==> config.mk <==
export PLATFORM = sky130hd
export DESIGN_NAME = eight_bit_div_seq
export DESIGN_NICKNAME = d
export VERILOG_FILES = /design/src/rtl/eight_bit_div_seq.sv
export SDC_FILE = /design/constraint.sdc
export NUM_CORES = 1
export LEC_CHECK = 0
export CAP_MARGIN = 20
export CORE_ASPECT_RATIO = 0.7
export CORE_UTILIZATION = 24
export CTS_CLUSTER_DIAMETER = 30
export DETAILED_ROUTE_END_ITERATION = 16
export GPL_TIMING_DRIVEN = 1
export PLACE_DENSITY = 0.4
export RECOVER_POWER = 25
export SLEW_MARGIN = 15
export SYNTH_ARGS = -nofsm -noshare
export SYNTH_HDL_FRONTEND = slang
export SYNTH_SLANG_ARGS = --single-unit
==> constraint.sdc <==
create_clock -name clk -period 2.16 [get_ports clk]
set_input_delay 0.216 -clock clk [delete_from_list [all_inputs] [get_ports clk]]
set_output_delay 0.216 -clock clk [all_outputs]
set_load 0.01 [all_outputs]
==> src/rtl/eight_bit_div_seq.sv <==
// Sequential restoring divider: one trial subtraction per clock, WIDTH iterations.
// Start/busy/done handshake with quotient-zero and divide-by-zero flags.
module eight_bit_div_seq #(
  parameter int unsigned WIDTH = 8
) (
  input  logic             clk,
  input  logic             rst,
  input  logic             start,
  input  logic [WIDTH-1:0] A,
  input  logic [WIDTH-1:0] B,
  output logic [WIDTH-1:0] Q,
  output logic [WIDTH-1:0] R,
  output logic             busy,
  output logic             done,
  output logic             Z,
  output logic             dbz
);

  localparam int unsigned CW = $clog2(WIDTH + 1);

  typedef enum logic [1:0] {
    S_IDLE,
    S_RUN,
    S_DONE
  } state_t;

  state_t           state_q, state_d;
  logic [WIDTH:0]   rem_q, rem_d;
  logic [WIDTH-1:0] qreg_q, qreg_d;
  logic [WIDTH-1:0] b_q, b_d;
  logic [CW-1:0]    cnt_q, cnt_d;
  logic [WIDTH-1:0] q_q, q_d;
  logic [WIDTH-1:0] r_q, r_d;
  logic             z_q, z_d;
  logic             dbz_q, dbz_d;

  logic             accept;
  logic             last_iter;
  logic [WIDTH+1:0] shifted;
  logic [WIDTH+1:0] trial;
  logic             borrow;

  assign accept    = start && (state_q != S_RUN);
  assign last_iter = (cnt_q == CW'(WIDTH - 1));

  // State register
  always_ff @(posedge clk) begin
    if (rst) state_q <= S_IDLE;
    else     state_q <= state_d;
  end

  // Next-state logic
  always_comb begin
    state_d = state_q;
    case (state_q)
      S_IDLE, S_DONE: begin
        if (accept) state_d = (B == '0) ? S_DONE : S_RUN;
        else        state_d = S_IDLE;
      end
      S_RUN: if (last_iter) state_d = S_DONE;
      default: state_d = S_IDLE;
    endcase
  end

  // Output logic
  always_comb begin
    busy = (state_q == S_RUN);
    done = (state_q == S_DONE);
    Q    = q_q;
    R    = r_q;
    Z    = z_q;
    dbz  = dbz_q;
  end

  // Trial subtraction is one bit wider than the remainder so the MSB is the borrow.
  always_comb begin
    shifted = {rem_q, qreg_q[WIDTH-1]};
    trial   = shifted - {2'b00, b_q};
    borrow  = trial[WIDTH+1];
  end

  always_comb begin
    rem_d  = rem_q;
    qreg_d = qreg_q;
    b_d    = b_q;
    cnt_d  = cnt_q;
    q_d    = q_q;
    r_d    = r_q;
    z_d    = z_q;
    dbz_d  = dbz_q;
    if (accept) begin
      b_d = B;
      if (B == '0) begin
        q_d   = '1;
        r_d   = A;
        z_d   = 1'b0;
        dbz_d = 1'b1;
      end else begin
        rem_d  = '0;
        qreg_d = A;
        cnt_d  = '0;
      end
    end else if (state_q == S_RUN) begin
      rem_d  = borrow ? shifted[WIDTH:0] : trial[WIDTH:0];
      qreg_d = {qreg_q[WIDTH-2:0], ~borrow};
      cnt_d  = cnt_q + CW'(1);
      // Results are taken from this iteration's next values so done needs no extra cycle.
      if (last_iter) begin
        q_d   = qreg_d;
        r_d   = rem_d[WIDTH-1:0];
        z_d   = (qreg_d == '0);
        dbz_d = 1'b0;
      end
    end
  end

  always_ff @(posedge clk) begin
    if (rst) begin
      rem_q  <= '0;
      qreg_q <= '0;
      b_q    <= '0;
      cnt_q  <= '0;
      q_q    <= '0;
      r_q    <= '0;
      z_q    <= 1'b0;
      dbz_q  <= 1'b0;
    end else begin
      rem_q  <= rem_d;
      qreg_q <= qreg_d;
      b_q    <= b_d;
      cnt_q  <= cnt_d;
      q_q    <= q_d;
      r_q    <= r_d;
      z_q    <= z_d;
      dbz_q  <= dbz_d;
    end
  end

endmodule

==> flow_summary.yaml, run 1 <==
power_and_ir_drop:
  total_power_mw: 3.05
  p_leak_nw: 1.40
  power_density_nw_per_um2: 857
  max-vdd-ir-drop_uv: 297
detailed_routing:
  drc: 0
  num_vias: 2415
  wl_per_cell_um: 15.2
  antenna_left: 0
  drt-initial-drc-count: 148
  wirelength_mm: 7.65
  post_drt_via_cell_ratio: 4.78
  dr.pass1.iters: 4
yosys:
  syn-mean-instance-area_um2: 8.12
  synthArstFlopShare_pct: 0
  netlist_area_um2: 2460
  ys_top_cells_by_area: "dfxtp_1 40%, nand2_1 7.3%, nor2_1 6.1%"
  ys_seq_elements: 49
  yosys_most_used_dff: "dfxtp_1"
  synth-seq-area-share_pct: 39.9
  synthCells: 303
  syn_nets: 332
  yosysTopAreaCell: "dfxtp_1"
  synth_edf_count: 0
  yosysWarnings: 0
  ys_types: 51
  synth.top_cell.area_share_pct: 39.9
place:
  dpl_cell_area_um2: 3230
  io_buffer_count: 38
  dp_hpwl_mm: 5.77
  gp_congestion: 0.758
  post-place-ws_ns: -0.220
floorplan:
  core.rowCount: 30
  start_util_pct: 25.0
  die-area_um2: 10700
  dieWidth_um: 123
  dieHeight_um: 86.7
  io_pins: 39
  core_um2: 9830
sta:
  setup_viol: 3
  holdWs_ns: 0.455
  setup_slack_ns: -0.115
  slew_viol_final: 0
  fin_crit_sh_pct: 105
  worstMarginPinSlew_ns: 0.433
  min_period_ns: 2.28
  relSlewSlack_pct: 71.2
  max_freq_mhz: 439
  hold_viol_final: 0
  finClkSkew_ns: 0.00819
  rsz0062_at_grt: "yes"
cells_and_area:
  drive_above_1_share_pct: 21.5
  final_cell_area_um2: 3560
  antenna_cells: 0
  syn_to_final_growth_pct: 44.5
  fin_nets: 405
setup_path:
  end_kind: "register"
  cp.required_ns: 2.40
  cp_num_buf_inv: 2
  reg2regPathDepth: 9
  arrival_ns: 2.51
  cp_top_family: "compound AO/OA/AOI/OAI gates"
  r2r_setup_slack_ns: -0.12
  r2r-end: "rem_q[8]"
  cp_max_fo: 2
  start_kind: "register"
  cp_slowest_cell: "or4_4"
  cp_cell_sequence: "inv_2 -> ha_4 -> inv_2 -> fa_2 -> a21o_1 -> a311o_2 -> a221o_1 -> or4_4 -> nand3_1"
  slowest_delay_ns: 0.41
  critPathMostFrequentCell: "inv_2"
  r2r-start: "qreg_q[7]"
  crit_type: "reg -> reg"
global_route:
  met1_usage_pct: 22.6
  grt_pass1_vias: 2373
  antenna_found_initial: 0
  grt.busiest_layer: "met1"
  grt_usage_pct: 15.4
  met3_usage_pct: 3.95
  grt_max_degree: 23
  grt_use_met2_pct: 22.6
  overflow: 0
  grt_pass1_wl_mm: 12.4
clock_tree:
  cts.path.max_buffers: 2
  clock-sinks: 49
  tritoncts: "done"
  cts_buffers: 5
  worstSkewPairLatency_ns: 0.29
  path_clk_slew_ns: 0.07
  htree_levels: 2
  ctsRootBufferMaster: "clkbuf_16"
  cts_hold_buf: 0
job:
  maxCapViolCount: 0
hold_path:
  holdPathEnd: "b_q[5]"
  hold_depth: 2
  holdCritPathClass: "reg -> reg"
  min-delay-start: "b_q[5]"
outcome:
  violations: "negative setup slack"
  status: "complete, but fails checks"
## synth_stat cells (all sizes together), types with 4 or more instances
cell     n
mux2i    8
dfxtp   49
clkbuf  10
a21oi   21
buf      8
nor2    40
a311oi  14
inv     11
nor3    14
o21ai   14
nand2   48
ha       9
xnor2    4
## tightest hold or removal path: cells and delay by family, from the launching register on
kind	cells	cell delay [ns]
AO/OA/AOI/OAI	1	0.05
flip-flops	1	0.31
AND/OR/NAND/NOR	1	0.05
## logic make-up after synthesis
logic type / count (synthesis) / share of synthesized area [%]
simple gates: 126 / 22.7
compound gates: 74 / 20.7
mux: 9 / 3.86
xor+xnor: 5 / 1.78
fa+ha+maj: 10 / 5.39
flops: 49 / 39.9
buf+inv: 30 / 5.64
## report_power, final
part	switching [mW]	internal, mW
combinational	0.520	0.591
clock	0.358	0.580
sequential	0.0470	0.952
total	0.926	2.12
## sequential cells by signal, summed over array words and instances, names as in the netlist
name and flops:
rem_q 9, Z 1, R 8, Q 8
dbz 1, state_q 2, qreg_q 8, b_q 8
cnt_q 4
## timing repair
item,in CTS,in global routing
pin swaps,15,1
cloned,0,0
resized for setup,23,1
setup endpoints to repair,16,18
setup buffers,5,1
## layout make-up
cell class	instances	area, µm²
sequential	49	986
tap	128	160
multi-input combinational	224	1460
clock inverter	1	30.0
fill	1067	6280
timing repair buffer	84	738
clock buffer	7	143
inverter	12	45.0
## stage by stage
step | TNS [ns] | utilization [%] | cells
after global routing | -2.15 | 36.2 | 505
after CTS | -0.150 | 36.1 | 504
after global placement | -1.13 | 32.9 | 491
final | -0.174 | 36.2 | 505
after detailed placement | -1.43 | 32.9 | 491
after floorplan | -0.132 | - | 303
## how the worst max path moves through the flow
stage / from / to / slack, ns / cells after the start
after floorplan: qreg_q[7] / rem_q[8] / -0.13 / 9
after global placement: qreg_q[7] / rem_q[8] / -0.18 / 9
after detailed placement: qreg_q[7] / rem_q[8] / -0.22 / 9
after CTS: qreg_q[7] / rem_q[8] / -0.11 / 9
after global routing: qreg_q[7] / rem_q[8] / -0.20 / 9
final: qreg_q[7] / rem_q[8] / -0.12 / 9
## layer usage
metal / share of wire (%) / wire, µm / vias to the layer above
met1: 56 / 4300 / 1136
met5: 0 / 0 / -
met4: 0.41 / 31 / 0
met3: 4.2 / 320 / 5
met2: 39 / 3010 / 47
li1: - / - / 1227
## layout by cell type (no fill, tap or decap), drive strengths merged, types with 11 or more instances in the layout
cell type / count
buf: 46
dlygate4sd3: 11
inv: 11
a311oi: 14
clkdlybuf4s50: 27
nand2: 48
a21oi: 21
nor3: 14
o21ai: 14
nor2: 40
dfxtp: 49
(Power assumes the default switching activity.)
==> inputs of run 2 (changes only) <==
- ABC_AREA: unset -> 1
==> flow_summary.yaml, run 2 <==
yosys:
  ys_types: 33
  synthCells: 359
  syn-mean-instance-area_um2: 7.20
  synthTopCellsByCount: "71 x nand2_1, 49 x dfxtp_1, 39 x inv_1"
  synth-seq-area-share_pct: 38.0
  syn_nets: 388
  yosysTopAreaCell: "dfxtp_1"
  synth_edf_count: 0
  ys_top_cells_by_area: "dfxtp_1 38%, nand2_1 10%, nand3_1 7.0%"
  yosysWarnings: 0
  ys_seq_elements: 49
  netlist_area_um2: 2580
  yosysMostFrequentCell: "nand2_1"
  synth.top_cell.area_share_pct: 38.0
  yosys_most_used_dff: "dfxtp_1"
  synthArstFlopShare_pct: 0
sta:
  setup_slack_ns: 0.183
  finClkSkew_ns: 0.00794
  holdWs_ns: 0.457
  relSlewSlack_pct: 73.0
  worstMarginPinSlew_ns: 0.405
  min_period_ns: 1.98
  hold_viol_final: 0
  fin_crit_sh_pct: 91.5
  setup_viol: 0
  slew_viol_final: 0
  max_freq_mhz: 506
place:
  io_buffer_count: 38
  dpl_cell_area_um2: 3150
  dp_hpwl_mm: 5.60
  gp_congestion: 0.783
  dp.cells: 526
  post-place-ws_ns: 0.111
detailed_routing:
  wl_per_cell_um: 14.0
  num_vias: 2365
  drc: 0
  dr.pass1.iters: 4
  wirelength_mm: 7.44
  post_drt_via_cell_ratio: 4.45
  antenna_left: 0
  drt-initial-drc-count: 106
setup_path:
  endpoint: "R[4]"
  start_kind: "register"
  startpoint: "rem_q[3]"
  critPathMostFrequentCell: "nand2_1"
  slowest_delay_ns: 0.36
  reg2regPathDepth: 13
  cp_slowest_cell: "ha_1"
  cp.required_ns: 2.35
  arrival_ns: 2.16
  r2r-start: "rem_q[3]"
  cp_max_fo: 10
  cp_cell_sequence: "ha_1 -> nand2_1 -> inv_1 -> nand2_1 -> nand2_1 -> nand2_1 -> nand3_1 -> nand2_1 -> nand2_4 -> nand3b_1 -> nand2_1 -> o21bai_1 -> inv_1"
  r2r-end: "R[4]"
  end_kind: "register"
  crit_type: "reg -> reg"
  r2r_setup_slack_ns: 0.18
hold_path:
  holdCritPathClass: "reg -> reg"
  min-delay-start: "b_q[4]"
global_route:
  grt_max_degree: 38
  grt_pass1_vias: 2205
  antenna_found_initial: 0
  grt_pass1_wl_mm: 12.0
  overflow: 0
  grt_usage_pct: 14.1
clock_tree:
  worstSkewPairLatency_ns: 0.29
  clock-sinks: 49
  cts_hold_buf: 0
  path_clk_slew_ns: 0.06
  htree_levels: 2
  cts.path.max_buffers: 2
  cts_buffers: 5
  ctsRootBufferMaster: "clkbuf_16"
  tritoncts: "done"
power_and_ir_drop:
  p_leak_nw: 1.48
  p_comb_share_pct: 36.0
  total_power_mw: 2.79
  max-vdd-ir-drop_uv: 276
  power_density_nw_per_um2: 839
  switching_share_pct: 36.7
  p_seq_share_pct: 37.3
  p_clk_share_pct: 26.7
  p_int_mw: 1.77
  net-switching-power_mw: 1.03
cells_and_area:
  fill_cells: 1155
  antenna_cells: 0
  largest-register: "rem_q"
  final_cell_area_um2: 3330
  final_cells: 532
  multi_input_area_um2: 1400
  ff_latch_area_um2: 982
  fin_nets: 430
  final_common_cell: "nand2_1"
  syn_to_final_growth_pct: 28.8
  most-common-layout-cells: "71 x nand2_1, 48 x dfxtp_1, 39 x inv_1, 36 x nand3_1, 28 x a21oi_1"
  largest_register_ffs: 9
  drive_above_1_share_pct: 9.00
floorplan:
  dieWidth_um: 126
  core_um2: 10400
  core.rowCount: 31
  start_util_pct: 24.9
  io_pins: 39
  die-area_um2: 11200
  dieHeight_um: 88.8
outcome:
  status: "complete, no violations"
job:
  maxCapViolCount: 0
==> run 2: cell count changes in the layout (fill, tap and decap cells not counted), sizes merged, moves of 12 or more <==
cell / before / now
nor2: 40 / 23
nand2: 48 / 75
buf: 46 / 11
nand3: 3 / 36
o21ai: 14 / 34
nor3: 14 / 2
a311oi: 14 / 0
inv: 11 / 45
==> run 2: cells by family (layout without fill, tap and decap cells) <==
kind of cell | count (synthesis) | in the layout | share of synthesized area [%]
adder cells (fa/ha/maj) | 10 | 10 | 5.13
AO/OA/AOI/OAI | 85 | 85 | 18.2
flip-flops | 49 | 49 | 38.0
buffers and inverters | 59 | 100 | 9.39
XOR/XNOR | 6 | 6 | 2.03
AND/OR/NAND/NOR | 150 | 150 | 27.3
==> run 2: metal layers <==
metal	up-vias	wire length (µm)	track usage, %
li1	1276	-	-
met1	1030	4390	22.1
met2	51	2660	18.8
met3	8	331	3.33
met4	0	57	2.96
met5	-	0	0
==> run 2: area by class of cell <==
class,instances,share of cell area (%)
multi-input combinational,251,42.2
sequential,49,29.5
timing repair buffer,49,14.3
inverter,45,5.15
tap,132,4.96
clock buffer,5,3.76
clock inverter,1,0.150
==> run 2: worst min-delay path by stage <==
stage	end	slack, ns	cells past startpoint
floorplan	Z	0.29	1
global placement	b_q[2]	0.45	2
detailed placement	b_q[4]	0.45	2
CTS	b_q[4]	0.46	2
global route	Q[1]	0.49	2
finish	b_q[4]	0.46	2
==> run 2: what timing repair did <==
item / in CTS / in global routing
gates resized for setup: 0 / 8
buffers inserted: 0 / 0
setup endpoints to repair: 0 / 15
==> run 2: power groups by stage <==
stage	Combinational [mW]	Sequential (mW)	Clock [mW]
after floorplan	0.689	1.04	0
after detailed placement	0.954	1.06	0
after CTS	0.957	1.04	0.781
after global placement	0.959	1.06	0
after global routing	1.12	1.05	0.811
final	1.00	1.04	0.745
==> run 2: per-stage QoR <==
step / TNS (ns) / utilization, %
3_3_place_gp: 0 / 30.3
2_1_floorplan: 0 / -
5_1_grt: -0.0185 / 32.0
3_5_place_dp: 0 / 30.3
6_report: 0 / 32.0
4_1_cts: 0 / 31.6
==> run 2: worst max-delay path: cells and delay by family, from the launching register on <==
| kind | cells | cell delay (ns) |
|---|---|---|
| flip-flops | 1 | 0.33 |
| AO/OA/AOI/OAI | 1 | 0.15 |
| adder cells (fa/ha/maj) | 1 | 0.36 |
| AND/OR/NAND/NOR | 9 | 0.94 |
| buffers and inverters | 2 | 0.10 |
==> inputs of run 3 (changes only) <==
- CTS_CLUSTER_DIAMETER: 30 -> 40
- REMOVE_ABC_BUFFERS: unset -> 1
- clock period: 2.16 -> 1.6 ns (I/O delays scaled with it)
==> flow_summary.yaml, run 3 (synthesized netlist as in run 2, its figures left out) <==
detailed_routing:
  drc: 0
  wirelength_mm: 7.74
  drt-initial-drc-count: 110
  post_drt_via_cell_ratio: 4.50
  wl_per_cell_um: 13.0
  num_vias: 2675
  antenna_left: 0
  dr.pass1.iters: 4
global_route:
  grt_max_degree: 22
  met1_usage_pct: 21.8
  grt_usage_pct: 15.1
  grt_pass1_wl_mm: 13.3
  grt_use_met2_pct: 23.0
  overflow: 0
  grt.busiest_layer: "met2"
  met3_usage_pct: 3.20
  grt_pass1_vias: 2711
  antenna_found_initial: 0
cells_and_area:
  drive_above_1_share_pct: 32.0
  most-common-layout-cells: "63 x buf_4, 58 x nand2_1, 39 x dfxtp_1, 32 x clkdlybuf4s50_1, 31 x inv_1"
  final_cells: 594
  multi_input_area_um2: 1600
  largest_register_ffs: 9
  syn_to_final_growth_pct: 56.0
  fill_cells: 1084
  fin_nets: 490
  antenna_cells: 0
  ff_latch_area_um2: 993
  final_common_cell: "buf_4"
  largest-register: "rem_q"
  final_cell_area_um2: 4030
job:
  maxCapViolCount: 0
hold_path:
  holdPathEnd: "Q[5]"
  holdCritPathClass: "reg -> reg"
  min-delay-start: "Q[5]"
  hold_depth: 2
sta:
  setup_viol: 20
  rsz0062_at_grt: "yes"
  min_period_ns: 1.76
  hold_viol_final: 0
  slew_viol_final: 0
  fin_crit_sh_pct: 110
  worstMarginPinSlew_ns: 0.312
  holdWs_ns: 0.461
  max_freq_mhz: 567
  setup_tns_ns: -2.66
  finClkSkew_ns: 0.0102
  relSlewSlack_pct: 79.0
  setup_slack_ns: -0.162
setup_path:
  end_kind: "register"
  r2r-start: "b_q[2]"
  reg2regPathDepth: 12
  r2r_setup_slack_ns: -0.16
  cp.required_ns: 1.79
  r2r-end: "R[1]"
  arrival_ns: 1.95
  crit_type: "reg -> reg"
  cp_max_fo: 5
  start_kind: "register"
place:
  dpl_cell_area_um2: 3590
  dp.cells: 582
  dp_hpwl_mm: 5.76
  io_buffer_count: 38
  post-place-ws_ns: -0.399
  gp_congestion: 0.763
clock_tree:
  ctsRootBufferMaster: "clkbuf_16"
  cts_buffers: 5
  cts.path.max_buffers: 2
  clock-sinks: 49
  tritoncts: "done"
  worstSkewPairLatency_ns: 0.30
  path_clk_slew_ns: 0.08
  htree_levels: 2
floorplan:
  start_util_pct: 24.9
  die-area_um2: 11200
  core_um2: 10400
  dieHeight_um: 88.8
  io_pins: 39
  core.rowCount: 31
  dieWidth_um: 126
power_and_ir_drop:
  max-vdd-ir-drop_uv: 444
  p_leak_nw: 1.77
  power_density_nw_per_um2: 1120
outcome:
  status: "complete, but fails checks"
  violations: "negative setup slack"
[run 3: cell count changes in the layout (fill, tap and decap cells not counted), moves of 9 or more]
cell           delta
dfxtp_1           -9
nand3_1           -9
nand2_1          -13
nand3_2           +9
dfxtp_2           +9
buf_4            +53
nand2_2          +11
dlygate4sd3_1     -9
[run 3: final cells by class]
cell class                 count  area share [%]
clock buffer                   5            3.10
clock inverter                 3           0.621
multi-input combinational    252            39.8
sequential                    49            24.6
inverter                      45            4.38
timing repair buffer         108            23.4
tap                          132            4.10
[run 3: timing repair]
item	4_1_cts	5_1_grt
endpoints found under the setup margin	29	36
gates resized for setup	57	18
hold buffers	0	0
cloned	1	0
pin swaps	21	7
buffers inserted	3	0
[run 3: worst max-delay path by stage]
stage                     startpoint       end  slack (ns)  cells past startpoint
final                         b_q[2]      R[1]       -0.16                     12
after global placement        b_q[6]  rem_q[5]       -0.36                     12
after detailed placement      b_q[6]  rem_q[5]       -0.40                     12
after floorplan           state_q[1]      R[6]       -0.25                     11
after global routing          b_q[2]      R[2]       -0.30                     14
after CTS                   rem_q[5]  rem_q[6]       -0.15                     12
[run 3: layer usage]
metal / part of all wire (%) / vias to the layer above
li1: - / 1410
met1: 55 / 1223
met2: 41 / 34
met3: 3.2 / 8
met4: 0.74 / 0
met5: 0 / -
[run 3: power breakdown]
| group | internal, mW | switching (mW) |
|---|---|---|
| Sequential | 1.32 | 0.0953 |
| Combinational | 0.928 | 1.04 |
| Clock | 0.593 | 0.537 |
[run 3: through the flow]
stage / power (mW) / utilization [%]
finish: 4.51 / 38.8
global route: 4.84 / 38.8
CTS: 4.51 / 38.4
detailed placement: 3.01 / 34.5
global placement: 3.01 / 34.5
floorplan: 2.30 / -
[run 3: critical path, stage by stage, from the launching register on]
cell and delay, ns:
dfxtp_1 0.32, inv_2 0.05, ha_4 0.27, nand2_1 0.07
nor2_2 0.15, nand3_2 0.13, nand4_1 0.13, buf_6 0.13
nand2_4 0.07, nand3_1 0.09, nand2_2 0.07, o21bai_1 0.13
inv_1 0.05
